**config.mk**
```make
export PLATFORM = sky130hd
export DESIGN_NAME = sequenciador_sonar
export DESIGN_NICKNAME = d
export VERILOG_FILES = /design/src/rtl/sonar_pkg.sv /design/src/rtl/contador_m.sv /design/src/rtl/sequenciador_sonar.sv
export SDC_FILE = /design/constraint.sdc
export NUM_CORES = 1
export LEC_CHECK = 0
export ABC_AREA = 1
export CAP_MARGIN = 20
export CELL_PAD_IN_SITES_DETAIL_PLACEMENT = 1
export CELL_PAD_IN_SITES_GLOBAL_PLACEMENT = 1
export CORE_MARGIN = 4
export CORE_UTILIZATION = 35
export DETAILED_ROUTE_END_ITERATION = 10
export PLACE_DENSITY_LB_ADDON = 0.1
export SLEW_MARGIN = 0
export SYNTH_ARGS = -nofsm -noshare
export SYNTH_HDL_FRONTEND = slang
export SYNTH_HIERARCHICAL = 1
export SYNTH_SLANG_ARGS = --single-unit
export TNS_END_PERCENT = 100
```
**constraint.sdc**
```tcl
create_clock -name clock -period 2.6 [get_ports clock]
set_input_delay 0.78 -clock clock [delete_from_list [all_inputs] [get_ports clock]]
set_output_delay 0.78 -clock clock [all_outputs]
set_load 0.1 [all_outputs]
```
**src/rtl/sonar_pkg.sv**
```systemverilog
// Shared definitions for the sonar measurement sequencer: state codes,
// distance width and default timing parameters.
package sonar_pkg;

    localparam int LARGURA_MEDIDA = 12;
    localparam int PERIODO_PADRAO = 3000000;
    localparam int TIMEOUT_PADRAO = 2500000;
    localparam int LOG2_PADRAO    = 2;

    typedef enum logic [3:0] {
        INICIAL = 4'h0,
        ESPERA  = 4'h1,
        DISPARA = 4'h2,
        AGUARDA = 4'h3,
        ACUMULA = 4'h4,
        PUBLICA = 4'h5,
        ERRO    = 4'hF
    } estado_t;

endpackage

```
**src/rtl/contador_m.sv**
```systemverilog
// Modulo-MODULO up counter with synchronous clear, count enable and a
// terminal-count flag that is high while enabled on the last value.
module contador_m #(
    parameter int MODULO  = 16,
    parameter int LARGURA = (MODULO > 1) ? $clog2(MODULO) : 1
) (
    input  logic clock,
    input  logic reset,
    input  logic limpar,
    input  logic habilitar,
    output logic fim
);

    localparam logic [LARGURA-1:0] ULTIMO = LARGURA'(MODULO - 1);
    localparam logic [LARGURA-1:0] UM     = LARGURA'(1);

    logic [LARGURA-1:0] contagem_r;

    // Count register: clear wins over enable, wraps after the last value.
    always_ff @(posedge clock or posedge reset) begin
        if (reset) begin
            contagem_r <= '0;
        end else if (limpar) begin
            contagem_r <= '0;
        end else if (habilitar) begin
            if (contagem_r == ULTIMO) begin
                contagem_r <= '0;
            end else begin
                contagem_r <= contagem_r + UM;
            end
        end
    end

    assign fim = habilitar && (contagem_r == ULTIMO);

endmodule

```
**src/rtl/sequenciador_sonar.sv**
```systemverilog
// Periodic ultrasonic measurement sequencer with timeout and optional
// averaging, enabled by defining SEQUENCIADOR_FILTRO_MEDIA_EN.
module sequenciador_sonar
    import sonar_pkg::*;
#(
    parameter int PERIODO_CICLOS = PERIODO_PADRAO,
    parameter int TIMEOUT_CICLOS = TIMEOUT_PADRAO,
    parameter int LOG2_AMOSTRAS  = LOG2_PADRAO
) (
    input  logic                      clock,
    input  logic                      reset,
    input  logic                      ligar,
    input  logic                      pronto,
    input  logic [LARGURA_MEDIDA-1:0] medida,
    output logic                      medir,
    output logic [LARGURA_MEDIDA-1:0] media,
    output logic                      media_valida,
    output logic                      erro_timeout,
    output logic [3:0]                db_estado
);

`ifdef SEQUENCIADOR_FILTRO_MEDIA_EN
    localparam int L_EF = LOG2_AMOSTRAS;
`else
    // Without the filter every sample is published on its own.
    localparam int L_EF = LOG2_AMOSTRAS * 0;
`endif
    localparam int N_AMOSTRAS = 1 << L_EF;
    localparam int CNT_W      = L_EF + 1;
    localparam logic [CNT_W-1:0] ULTIMA_AMOSTRA = CNT_W'(N_AMOSTRAS - 1);
    localparam logic [CNT_W-1:0] UM_CNT         = CNT_W'(1);

    estado_t estado_r, proximo_s;
    logic fim_periodo_s, fim_timeout_s, aguardando_s;
    logic dispara_s, captura_s, acumula_s, publica_s, erro_s, aborta_s;
    logic [LARGURA_MEDIDA-1:0] amostra_r, media_r, resultado_s;
    logic [CNT_W-1:0]          contagem_r;
    logic medir_r, media_valida_r, erro_timeout_r;

    assign aguardando_s = (estado_r == AGUARDA);

    // The period counter's last value is PERIODO-2 so DISPARA repeats every PERIODO cycles.
    contador_m #(.MODULO(PERIODO_CICLOS - 1)) u_periodo (
        .clock     (clock),
        .reset     (reset),
        .limpar    (dispara_s),
        .habilitar (1'b1),
        .fim       (fim_periodo_s)
    );

    contador_m #(.MODULO(TIMEOUT_CICLOS)) u_timeout (
        .clock     (clock),
        .reset     (reset),
        .limpar    (dispara_s),
        .habilitar (aguardando_s),
        .fim       (fim_timeout_s)
    );

    // State register.
    always_ff @(posedge clock or posedge reset) begin
        if (reset) begin
            estado_r <= INICIAL;
        end else begin
            estado_r <= proximo_s;
        end
    end

    // Next-state logic and per-state action strobes; ligar=0 overrides everything.
    always_comb begin
        proximo_s = estado_r;
        dispara_s = 1'b0;
        captura_s = 1'b0;
        acumula_s = 1'b0;
        publica_s = 1'b0;
        erro_s    = 1'b0;
        aborta_s  = 1'b0;
        if (!ligar) begin
            proximo_s = INICIAL;
            aborta_s  = 1'b1;
        end else begin
            case (estado_r)
                INICIAL: proximo_s = DISPARA;
                ESPERA: begin
                    if (fim_periodo_s) begin
                        proximo_s = DISPARA;
                    end else begin
                        proximo_s = ESPERA;
                    end
                end
                DISPARA: begin
                    dispara_s = 1'b1;
                    proximo_s = AGUARDA;
                end
                AGUARDA: begin
                    if (pronto) begin
                        captura_s = 1'b1;
                        proximo_s = ACUMULA;
                    end else if (fim_timeout_s) begin
                        proximo_s = ERRO;
                    end else begin
                        proximo_s = AGUARDA;
                    end
                end
                ACUMULA: begin
                    acumula_s = 1'b1;
                    if (contagem_r == ULTIMA_AMOSTRA) begin
                        proximo_s = PUBLICA;
                    end else begin
                        proximo_s = ESPERA;
                    end
                end
                PUBLICA: begin
                    publica_s = 1'b1;
                    proximo_s = ESPERA;
                end
                ERRO: begin
                    erro_s    = 1'b1;
                    proximo_s = ESPERA;
                end
                default: proximo_s = INICIAL;
            endcase
        end
    end

`ifdef SEQUENCIADOR_FILTRO_MEDIA_EN
    localparam int ACC_W = LARGURA_MEDIDA + L_EF;
    logic [ACC_W-1:0] acumulador_r;

    // Running sum; sized so N full-scale samples cannot overflow.
    always_ff @(posedge clock or posedge reset) begin
        if (reset) begin
            acumulador_r <= '0;
        end else if (aborta_s || erro_s || publica_s) begin
            acumulador_r <= '0;
        end else if (acumula_s) begin
            acumulador_r <= acumulador_r + ACC_W'(amostra_r);
        end
    end

    assign resultado_s = LARGURA_MEDIDA'(acumulador_r >> L_EF);
`else
    assign resultado_s = amostra_r;
`endif

    // Sample capture, sample count and registered outputs.
    always_ff @(posedge clock or posedge reset) begin
        if (reset) begin
            amostra_r      <= '0;
            contagem_r     <= '0;
            medir_r        <= 1'b0;
            media_r        <= '0;
            media_valida_r <= 1'b0;
            erro_timeout_r <= 1'b0;
        end else begin
            medir_r        <= dispara_s;
            media_valida_r <= publica_s;
            if (captura_s) begin
                amostra_r <= medida;
            end
            if (aborta_s || erro_s || publica_s) begin
                contagem_r <= '0;
            end else if (acumula_s) begin
                contagem_r <= contagem_r + UM_CNT;
            end
            if (erro_s) begin
                erro_timeout_r <= 1'b1;
            end else if (acumula_s) begin
                erro_timeout_r <= 1'b0;
            end
            if (publica_s) begin
                media_r <= resultado_s;
            end
        end
    end

    assign medir        = medir_r;
    assign media        = media_r;
    assign media_valida = media_valida_r;
    assign erro_timeout = erro_timeout_r;
    assign db_estado    = estado_r;

endmodule

```
# Word level (Yosys, flattened, before mapping)
# Cells that the tools add are included.
[totals]
reg_bits = 76
inputBits = 16
output_inout_bits = 19
word_cells = 55
[op_classes]
add_sub_neg = 3
n_eq_ne = 8
mux = 27
n_reduce_logical = 8
[ops]
columns = ["op", "count"]
rows = [
  ["22-bit two-way mux", 5],
  ["22-bit by 1-bit adder with 22-bit output (second input constant)", 2],
  ["22-bit equality test (second input constant)", 2],
  ["4-bit case mux with 6 select lines", 1],
  ["1-bit two-way mux", 16],
  ["4-bit two-way mux", 3],
  ["4-bit by 2-bit equality test with 1-bit output (second input constant)", 2],
  ["4-bit by 3-bit equality test with 1-bit output (second input constant)", 2],
  ["2-bit nonzero test", 3],
  ["4-bit by 1-bit equality test with 1-bit output (second input constant)", 1],
  ["4-bit equality test (second input constant)", 1],
  ["4-bit logical NOT", 1],
  ["3-bit two-way mux", 1],
  ["1-bit logical OR", 2],
  ["2-bit two-way mux", 1],
  ["2-bit OR reduction", 1],
  ["1-bit adder (second input constant)", 1],
  ["1-bit logical AND", 1],
]

# Logic depth before layout (Yosys ltp)
# Gate-level depths: netlist (run 1).
[depth]
word_depth = 6
ltp_mapped = 12
ltp_nobuf = 12

# Modules after synthesis
# Netlist (run 1), hierarchy kept.
[by_module_without_submodules]
columns = ["mod", "n_inst", "cells_each", "area_per_inst_um2", "seq_area_each_um2"]
rows = [
  ["contador_m at u_timeout", 1, 208, 1529.0, 550.5],
  ["contador_m at u_periodo", 1, 202, 1476.4, 550.5],
  ["sequenciador_sonar", 1, 153, 1428.9, 800.8],
]

# Worst setup path after synthesis (run 1)
# Ideal clock, no wire load.
[synth_timing]
path_type = "flip-flop to flip-flop"
startpoint = "register estado_r[1] (netlist: db_estado[1])"
endpoint = "register u_timeout.contagem_r[3]"
setup_time_ps = 120
arrival_ps = 2649
required_ps = 2480
slack_ps = -169
stages_incl_launch_ff = 8
path_buffers = 1
synth_period_minus_slack_ps = 2769
cell_sequence = "dfrtp_1 -> inv_2 -> nor4_1 -> nor2_1 -> buf_4 -> nor2_1 -> xor2_1 -> nor2_2"
[synth_via]
elab_chain_cells = 4
elab_cells_between_ends = 6
cone_classes = "2 x eq/ne; 3 x mux; 1 x reduce/logical"
[synth_lines]
columns = ["element", "line_no", "rtl"]
rows = [
  ["from (decl)", "sequenciador_sonar.sv:33", "estado_t estado_r, proximo_s;"],
  ["from (signal assigned)", "sequenciador_sonar.sv:64", "estado_r <= proximo_s;"],
  ["4-bit by 2-bit equality test with 1-bit output (*)", "sequenciador_sonar.sv:81", "case (estado_r)"],
  ["1-bit two-way mux (*)", "sequenciador_sonar.sv:81", ""],
  ["1-bit two-way mux (*)", "sequenciador_sonar.sv:77", "if (!ligar) begin"],
  ["named net dispara_s", "sequenciador_sonar.sv:35", "logic dispara_s, captura_s, acumula_s, publica_s, erro_s, aborta_s;"],
  ["22-bit two-way mux or 2-bit nonzero test (tied branches)", "-", ""],
  ["to (signal assigned)", "contador_m.sv:29", "contagem_r <= contagem_r + UM;"],
  ["to (decl)", "contador_m.sv:17", "logic [LARGURA-1:0] contagem_r;"],
]
# The timed path passes the listed nets; every way through them passes the cells marked *.
# A chain may end at the register's enable or synchronous reset.

# Final worst setup path (run 1)
[layout_timing]
startpoint = "input port ligar"
endpoint = "register u_timeout.contagem_r[2]"
[layout_via]
elab_chain_cells = 2
elab_cells_between_ends = 3
cone_classes = "2 x mux; 1 x reduce/logical"
[layout_lines]
columns = ["element", "line_no", "rtl"]
rows = [
  ["from (decl)", "sequenciador_sonar.sv:12", "input logic ligar,"],
  ["1-bit two-way mux (*)", "sequenciador_sonar.sv:77", ""],
  ["named net dispara_s", "sequenciador_sonar.sv:35", ""],
  ["22-bit two-way mux or 2-bit nonzero test (tied branches)", "-", ""],
]
# Marks and branches as above.

==> results.yml, run 1 <==
critical_path:
  worstSetupEndpointType: "flip-flop"
  worst_r2r_path_depth: 8
  startpoint: "ligar"
  crit_type: "primary input to flip-flop"
  required_ps: 2820
  r2r_start: "db_estado[3]$_DFF_PP0_"
  crit_fanout: 16
  cp-start-kind: "primary input"
  endpoint: "u_timeout/contagem_r[2]$_DFFE_PP0P_"
  crit_arrival_ps: 2300
  r2r-end: "u_timeout/contagem_r[2]$_DFFE_PP0P_"
  rrSetupSlack_ps: 870
sta:
  worst_slack_ps: 517
  setup_tns_ps: 0
  hold_ws_ps: 480
  finalCritPeriodShare_pct: 80.1
  setup_viol: 0
  slew_violations: 0
  fin_crit_ps: 2080
  skew_ps: 7.28
  clock.fmax_mhz: 480
  hold_viol: 0
  rsz0062_at_grt: "false"
clock_network:
  cts_made_buffers: 9
  cts-resized-gates: 0
  cts_hold_buf: 0
  cts_setup_buffers: 0
  cts_tree: "yes"
  cts_max_level: 3
  clkTransAtPathRegs_ps: 60
  clkLatencyLatePin_ps: 340
  cts_sinks: 76
  cts-root-buf: "clkbuf_16"
  clockBufferDepth: 2
power_and_ir_drop:
  p_leak_nw: 2.53
  ir_worst_vdd_mv: 0.526
  power.density_nw_per_um2: 688
yosys:
  yosysTopAreaCell: "dfrtp_1"
  dominantRegCellSynth: "dfrtp_1"
  syn_area_per_cell_sq_um: 7.88
  synth_edf_count: 0
  yosysWarningCount: 6
  netlist.area_leader.share_pct: 42.9
  yosysSeqAreaShare_pct: 42.9
  syn-cell-area_sq_um: 4430
  synth.distinct_cells: 36
  ys_async_sr_fraction_pct: 100
  synthCells: 563
  synth.top_cells.by_area: "dfrtp_1 (43%), nand2_1 (14%), inv_1 (6.5%)"
  ys_ff_latch: 76
route:
  dr.pass1.iters: 4
  drt_iter0_markers: 126
  finalWirelength_um: 11000
  drtAntennaViolNets: 0
  wl_per_cell_um: 14.0
  drt-vias-per-instance: 4.61
  drc: 0
  vias: 3610
floorplan:
  die_area_sq_um: 14500
  die_x_um: 121
  num_rows: 40
  start_util_pct: 36.3
  io_pins: 35
  core_area_sq_um: 12200
  die_y_um: 121
global_route:
  antenna_found_initial: 0
  grt_pass1_vias: 3681
  grt_overflow: 0
  grt_usage_pct: 16.3
  grt_pass1_wl_um: 18900
  grt_max_degree: 33
final_layout:
  area_delta_synth_final_pct: 18.3
  mostFrequentLayoutCells: "nand2_1 (165), inv_1 (77), dfrtp_1 (76)"
  fillers: 1536
  layout_commonest_cell: "nand2_1"
  finalNonFillerCells: 783
  fin_nets: 630
  layout-drive-gt1-share_pct: 20.0
  num_antenna_cells: 0
placement:
  port_buffers: 34
  pre_cts_ws_ps: 156
  dp.cells: 768
  hpwl_um: 8370
  place.gp.congestion: 0.848
flow_run:
  timing.max_cap.violations: 0
status:
  outcome: "finished, final reports clean"
worst_hold_path:
  min_path_type: "flip-flop to flip-flop"
==> metal layers <==
metal  up-vias  track usage (%)  wire length (um)
met5         -                0                 0
met4         0             5.31               159
met3        12             2.62               343
met2        46             24.0              4780
met1      1724             24.4              5690
li1       1828                -                 -
==> where the power goes <==
| group | internal (mW) | switching, mW | total (mW) |
|---|---|---|---|
| clock | 0.837 | 0.511 | 1.35 |
| sequential | 1.34 | 0.118 | 1.46 |
| combinational | 0.220 | 0.579 | 0.799 |
| total | 2.40 | 1.21 | 3.61 |
==> sequential cells by signal, summed over array words and instances (netlist names) <==
register              count
amostra_r                12
contagem_r                1
db_estado                 4
erro_timeout              1
media                    12
media_valida              1
medir                     1
u_periodo/contagem_r     22
u_timeout/contagem_r     22
==> Yosys cell counts (7+ instances only) <==
cell,n
nand2_1,165
xor2_1,10
xnor2_1,7
nand3_1,28
nand3b_1,7
nor2_2,24
o21ai_0,12
o21ai_2,17
nand4_1,9
nor2_1,65
inv_1,77
nor2_4,9
nand2_2,9
dfrtp_1,76
==> cells by family (layout without fill, tap and decap cells) <==
logic type / count (synthesis) / after routing / synth area share [%]
AOI/OAI and AO/OA: 42 / 42 / 6.72
DFF: 76 / 76 / 42.9
adders and majority gates: 3 / 3 / 0.847
xor gates and xnor gates: 17 / 17 / 3.36
other: 1 / 3 / 0.0846
buffers and inverters: 90 / 140 / 9.31
and+or+nand+nor: 334 / 334 / 36.8
==> worst min-delay path by stage <==
stage | depth (start not counted) | end | from | slack (ps)
floorplan | 2 | media[4]$_DFFE_PP0P_ | amostra_r[4]$_DFFE_PP0P_ | 450
global route | 2 | amostra_r[9]$_DFFE_PP0P_ | amostra_r[9]$_DFFE_PP0P_ | 510
CTS | 2 | amostra_r[6]$_DFFE_PP0P_ | amostra_r[6]$_DFFE_PP0P_ | 480
finish | 2 | amostra_r[6]$_DFFE_PP0P_ | amostra_r[6]$_DFFE_PP0P_ | 480
detailed placement | 2 | amostra_r[8]$_DFFE_PP0P_ | amostra_r[8]$_DFFE_PP0P_ | 470
global placement | 2 | media[0]$_DFFE_PP0P_ | amostra_r[0]$_DFFE_PP0P_ | 460
==> worst max-delay path: stages <==
cell	delay [ps]
clkdlybuf4s50_1	500
inv_2	50
nor4_2	250
nor2_1	110
inv_2	240
nand2_1	100
xor2_1	200
nor2_2	60
==> layout make-up <==
| type | count | area, sq um | area share (%) |
|---|---|---|---|
| timing repair buffer | 43 | 373 | 7.11 |
| clock inverter | 6 | 88.8 | 1.69 |
| multi-input combinational | 399 | 2130 | 40.7 |
| sequential | 76 | 1900 | 36.3 |
| tap | 168 | 210 | 4.01 |
| clock buffer | 9 | 225 | 4.29 |
| inverter | 82 | 313 | 5.96 |
==> metrics by stage <==
stage	area (sq um)	utilization (%)	power, mW
finish	5250	43.0	3.61
global route	5250	43.0	3.80
CTS	5250	43.0	3.66
detailed placement	4930	40.4	2.29
global placement	4930	40.4	2.27
floorplan	4450	-	2.09
(Power assumes the default switching activity.)
==> run 2: changes to the inputs <==
- clock period: 2.6 -> 1.7 ns (I/O delays scaled with it)
==> run 2 against run 1 <==
Net effect: largest power group unchanged; sequential power grew 55%; sequential cell count unchanged; global-route usage is 0.98 points higher; die area unchanged; worst setup slack got worse by 490 ps; power grew 55%.
==> results.yml, run 2 (synthesized netlist as in run 1, its figures left out) <==
critical_path:
  required_ps: 1970
  startpoint: "ligar"
  crit_type: "primary input to flip-flop"
  crit_fanout: 6
  rrSetupSlack_ps: 30
  critPathSlowestCell: "clkdlybuf4s50_1"
  crit_arrival_ps: 1940
  worst_r2r_path_depth: 11
  endpoint: "u_timeout/contagem_r[15]$_DFFE_PP0P_"
  cp-start-kind: "primary input"
  max_stage_delay_ps: 490
  worstSetupEndpointType: "flip-flop"
  r2r_start: "db_estado[2]$_DFF_PP0_"
  r2r-end: "u_timeout/contagem_r[15]$_DFFE_PP0P_"
  path_cells: "clkdlybuf4s50_1, inv_2, nor4_4, buf_4, nor2_4, buf_8, nor2_4, nand2_2, nand2_2, nand2_1, nor2_1"
sta:
  slew_violations: 0
  clock.fmax_mhz: 598
  rsz0062_at_grt: "true"
  skew_ps: 6.73
  finalCritPeriodShare_pct: 98.4
  hold_ws_ps: 407
  worst_slack_ps: 27.3
  fin_crit_ps: 1670
  hold_viol: 0
  setup_viol: 0
  setup_tns_ps: 0
power_and_ir_drop:
  combPwrFrac_pct: 26.8
  p_switching_mw: 1.98
  swShare_pct: 35.4
  p_leak_nw: 2.71
  seq_power_share_pct: 40.6
  finalPower_mw: 5.59
  p_clk_share_pct: 32.6
  p_int_mw: 3.62
  power.density_nw_per_um2: 970
  ir_worst_vdd_mv: 0.727
final_layout:
  num_antenna_cells: 0
  final_core_util_pct: 47.2
  mostFrequentLayoutCells: "nand2_1 (159), dfrtp_1 (72), inv_1 (71)"
  fin_nets: 652
  largestRegisters: "u_periodo/contagem_r (22), u_timeout/contagem_r (22)"
  area_delta_synth_final_pct: 30.1
  layout-drive-gt1-share_pct: 26.5
  finalNonFillerCells: 805
  stdcell_area_sq_um: 5770
  layout_commonest_cell: "nand2_1"
placement:
  pre_cts_ws_ps: -436
  dp.cells: 781
  place_area_sq_um: 5340
  hpwl_um: 8400
  port_buffers: 34
  place.gp.congestion: 0.798
floorplan:
  start_util_pct: 36.3
  die_y_um: 121
  core_area_sq_um: 12200
  num_rows: 40
  io_pins: 35
  die_x_um: 121
  die_area_sq_um: 14500
clock_network:
  cts_made_buffers: 9
  clkLatencyLatePin_ps: 340
  cts_tree: "yes"
  cts_max_level: 3
  cts_sinks: 76
  cts-root-buf: "clkbuf_16"
  clkTransAtPathRegs_ps: 60
  clockBufferDepth: 2
flow_run:
  timing.max_cap.violations: 0
status:
  outcome: "finished, final reports clean"
global_route:
  grt_overflow: 0
  grt_pass1_wl_um: 20100
  antenna_found_initial: 0
  grt_max_degree: 32
  grt_pass1_vias: 4106
  grt_usage_pct: 17.3
route:
  wl_per_cell_um: 14.5
  vias: 3799
  drc: 0
  dr.pass1.iters: 4
  drtAntennaViolNets: 0
  drt_iter0_markers: 131
  finalWirelength_um: 11700
  drt-vias-per-instance: 4.72
worst_hold_path:
  min_path_type: "primary input to asynchronous set/reset pin"
[run 2: changes by cell type in the layout (fill, tap and decap cells not counted), moves of 5 or more]
cell / previous run / this run
buf_12: 1 / 23
inv_1: 77 / 71
nand2_1: 165 / 159
nand2_2: 9 / 15
clkinv_4: 0 / 5
nor2_1: 65 / 60
nor2_4: 9 / 14
[run 2: worst min path at each step]
stage / startpoint / end / slack [ps]
after global routing: reset / medir$_DFF_PP0_ / 420
final: reset / medir$_DFF_PP0_ / 410
after global placement: amostra_r[0]$_DFFE_PP0P_ / media[0]$_DFFE_PP0P_ / 460
after floorplan: amostra_r[4]$_DFFE_PP0P_ / media[4]$_DFFE_PP0P_ / 450
after CTS: reset / medir$_DFF_PP0_ / 390
after detailed placement: amostra_r[5]$_DFFE_PP0P_ / amostra_r[5]$_DFFE_PP0P_ / 470
[run 2: power groups by stage]
stage | Clock (mW) | Sequential, mW | Combinational [mW]
6_report | 1.82 | 2.27 | 1.50
3_3_place_gp | 0 | 2.29 | 1.40
3_5_place_dp | 0 | 2.30 | 1.43
2_1_floorplan | 0 | 2.67 | 0.547
4_1_cts | 1.90 | 2.27 | 1.45
5_1_grt | 1.99 | 2.31 | 1.63
[run 2: timing repair]
item | in CTS | in global routing
pin swaps | 0 | 12
hold buffers | 0 | 0
resized for setup | 4 | 21
setup endpoints to repair | 6 | 45
gates cloned | 0 | 2
endpoints found under the hold margin | 0 | 0
setup buffers | 0 | 7
[run 2: final cells by class]
class,count,area (sq um)
Sequential cell,76,1910
Clock buffer,9,225
Fill cell,1499,6440
Timing Repair Buffer,63,810
Inverter,82,327
Tap cell,168,210
Multi-Input combinational cell,401,2230
Clock inverter,6,51.3
[run 2: critical path, delay by kind of cell]
family | cells | cell delay (ps)
buf+inv | 4 | 860
simple gates | 7 | 550
[run 2: metal layers]
| metal | up-vias | track usage [%] | routed length [um] |
|---|---|---|---|
| met5 | - | 0 | 0 |
| li1 | 1880 | - | - |
| met1 | 1862 | 23.1 | 5590 |
| met3 | 12 | 4.49 | 330 |
| met2 | 45 | 27.8 | 5620 |
| met4 | 0 | 4.96 | 140 |
==> run 3: changes to the inputs <==
- CORE_UTILIZATION: 35 -> 40
- GPL_TIMING_DRIVEN: not set -> 0
==> run 3 against run 2 <==
Net effect: power decreased by 5.3%; sequential share of layout area increased by 0.93 points; die area decreased by 12%; combinational power about the same; clock power decreased by 13%; routed wire length increased by 4.8%; maximum frequency about the same; non-clock buffer count increased by 1; sequential cell count unchanged; cell area decreased by 2.7%; global-route usage increased by 3.1 points.
==> results.yml, run 3 (synthesized netlist as in run 1, its figures left out) <==
status:
  outcome: "finished, final reports clean"
route:
  dr.pass1.iters: 6
  drtAntennaViolNets: 0
  wl_per_cell_um: 15.8
  drt-vias-per-instance: 4.93
  finalWirelength_um: 12300
  drc: 0
  drt_iter0_markers: 137
  vias: 3825
critical_path:
  critPathSlowestCell: "dfrtp_2"
  worstSetupEndpointType: "output pin"
  required_ps: 1190
  r2r_start: "db_estado[2]$_DFF_PP0_"
  crit_arrival_ps: 1160
  crit_type: "flip-flop to output pin"
  rrSetupSlack_ps: 40
  cp-start-kind: "flip-flop"
  max_stage_delay_ps: 470
  endpoint: "db_estado[0]"
  path_cells: "buf_4"
  r2r-end: "u_timeout/contagem_r[10]$_DFFE_PP0P_"
  path_delay_family: "flip-flops"
  worst_r2r_path_depth: 10
  critPathBufInv: 1
  cp_num_cells: 1
  crit_fanout: 6
  startpoint: "db_estado[0]$_DFF_PP0_"
worst_hold_path:
  min_path_type: "primary input to flip-flop"
  min_from: "ligar"
sta:
  slew_violations: 0
  finalCritPeriodShare_pct: 98.3
  hold_viol: 0
  rsz0062_at_grt: "true"
  relSlewSlack_pct: 36.8
  setup_viol: 0
  fin_crit_ps: 1670
  hold_ws_ps: 407
  worst_slew_pin_slew_ps: 946
  worst_slack_ps: 28.1
  clock.fmax_mhz: 598
  skew_ps: 10.6
global_route:
  grt_pass1_vias: 4215
  grt_max_degree: 23
  grt_overflow: 0
  grt_pass1_wl_um: 20800
  antenna_found_initial: 0
  grt_usage_pct: 20.4
power_and_ir_drop:
  combPwrFrac_pct: 27.7
  p_switching_mw: 1.89
  p_clk_share_pct: 29.8
  p_leak_nw: 2.65
  seq_power_share_pct: 42.5
  ir_worst_vdd_mv: 0.947
  swShare_pct: 35.7
  p_int_mw: 3.40
  power.density_nw_per_um2: 944
floorplan:
  die_area_sq_um: 12800
  start_util_pct: 40.9
  die_x_um: 113
  die_y_um: 113
  num_rows: 38
  core_area_sq_um: 10800
  io_pins: 35
final_layout:
  layout-drive-gt1-share_pct: 29.4
  fin_nets: 651
  layout_commonest_cell: "nand2_1"
  largestRegisters: "u_periodo/contagem_r (22), u_timeout/contagem_r (22)"
  num_antenna_cells: 0
  mostFrequentLayoutCells: "nand2_1 (154), inv_1 (71), dfrtp_1 (71)"
  fillers: 1306
  area_delta_synth_final_pct: 26.6
  multi_input_area_sq_um: 2320
  seq_area_sq_um: 1920
clock_network:
  cts_tree: "yes"
  clockBufferDepth: 2
  cts-root-buf: "clkbuf_8"
  clkTransAtPathRegs_ps: 80
  clkLatencyLatePin_ps: 370
  cts_made_buffers: 9
  cts_hold_buf: 0
  cts_sinks: 76
  cts_max_level: 3
placement:
  hpwl_um: 8310
  port_buffers: 34
  pre_cts_ws_ps: -1020
  place.gp.congestion: 0.825
flow_run:
  timing.max_cap.violations: 0
-- run 3: changes by cell type in the layout (fill, tap and decap cells not counted), moves of 3 or more --
| cell | previous run | this run |
|---|---|---|
| nor2_1 | 60 | 56 |
| buf_6 | 1 | 8 |
| clkinv_4 | 5 | 1 |
| clkbuf_4 | 0 | 7 |
| clkbuf_16 | 9 | 0 |
| nor2_4 | 14 | 17 |
| xor2_2 | 0 | 4 |
| nand2_1 | 159 | 154 |
| nand2_2 | 15 | 18 |
| buf_12 | 23 | 6 |
| clkbuf_8 | 0 | 10 |
| xor2_1 | 10 | 6 |
-- run 3: routing by layer --
metal / global-route usage, % / vias to the layer above / wire (um)
li1: - / 1859 / -
met1: 25.6 / 1875 / 5400
met2: 34.0 / 77 / 6120
met3: 6.10 / 14 / 556
met4: 5.77 / 0 / 172
met5: 0 / - / 0
-- run 3: worst min path at each step --
| stage | slack, ps | depth (start not counted) | to |
|---|---|---|---|
| after floorplan | 450 | 2 | media[4]$_DFFE_PP0P_ |
| after global placement | 460 | 2 | media[5]$_DFFE_PP0P_ |
| after detailed placement | 470 | 2 | amostra_r[2]$_DFFE_PP0P_ |
| after CTS | 490 | 2 | amostra_r[2]$_DFFE_PP0P_ |
| after global routing | 410 | 3 | db_estado[1]$_DFF_PP0_ |
| final | 410 | 3 | db_estado[1]$_DFF_PP0_ |
-- run 3: what timing repair did --
| item | CTS | global route |
|---|---|---|
| setup endpoints to repair | 63 | 58 |
| setup buffers | 15 | 5 |
| endpoints found under the hold margin | 0 | 0 |
| gates cloned | 2 | 0 |
| pin swaps | 7 | 12 |
| gates resized for setup | 127 | 39 |
-- run 3: power by group through the flow --
stage	Combinational, mW	Clock (mW)	Sequential (mW)
finish	1.47	1.58	2.25
floorplan	0.547	0	2.67
CTS	1.42	1.63	2.24
global placement	1.26	0	2.26
detailed placement	1.30	0	2.27
global route	1.59	1.70	2.28
-- run 3: cell type report --
| class | instances | area share, % |
|---|---|---|
| buffer | 8 | 1.98 |
| clock buffer | 11 | 2.52 |
| clock inverter | 4 | 1.31 |
| inverter | 82 | 5.73 |
| multi-input combinational | 399 | 41.3 |
| sequential | 76 | 34.1 |
| tap | 140 | 3.12 |
| timing repair buffer | 56 | 9.92 |
-- run 3: stage by stage --
stage	total power [mW]	area [sq um]	instances	util (%)	setup TNS (ps)
3_3_place_gp	3.51	5010	739	46.3	-59430
5_1_grt	5.58	5610	776	51.8	-350
4_1_cts	5.29	5440	772	50.2	-46.8
3_5_place_dp	3.57	5040	740	46.5	-49230
6_report	5.30	5610	776	51.8	0
2_1_floorplan	3.22	4500	565	-	-3660
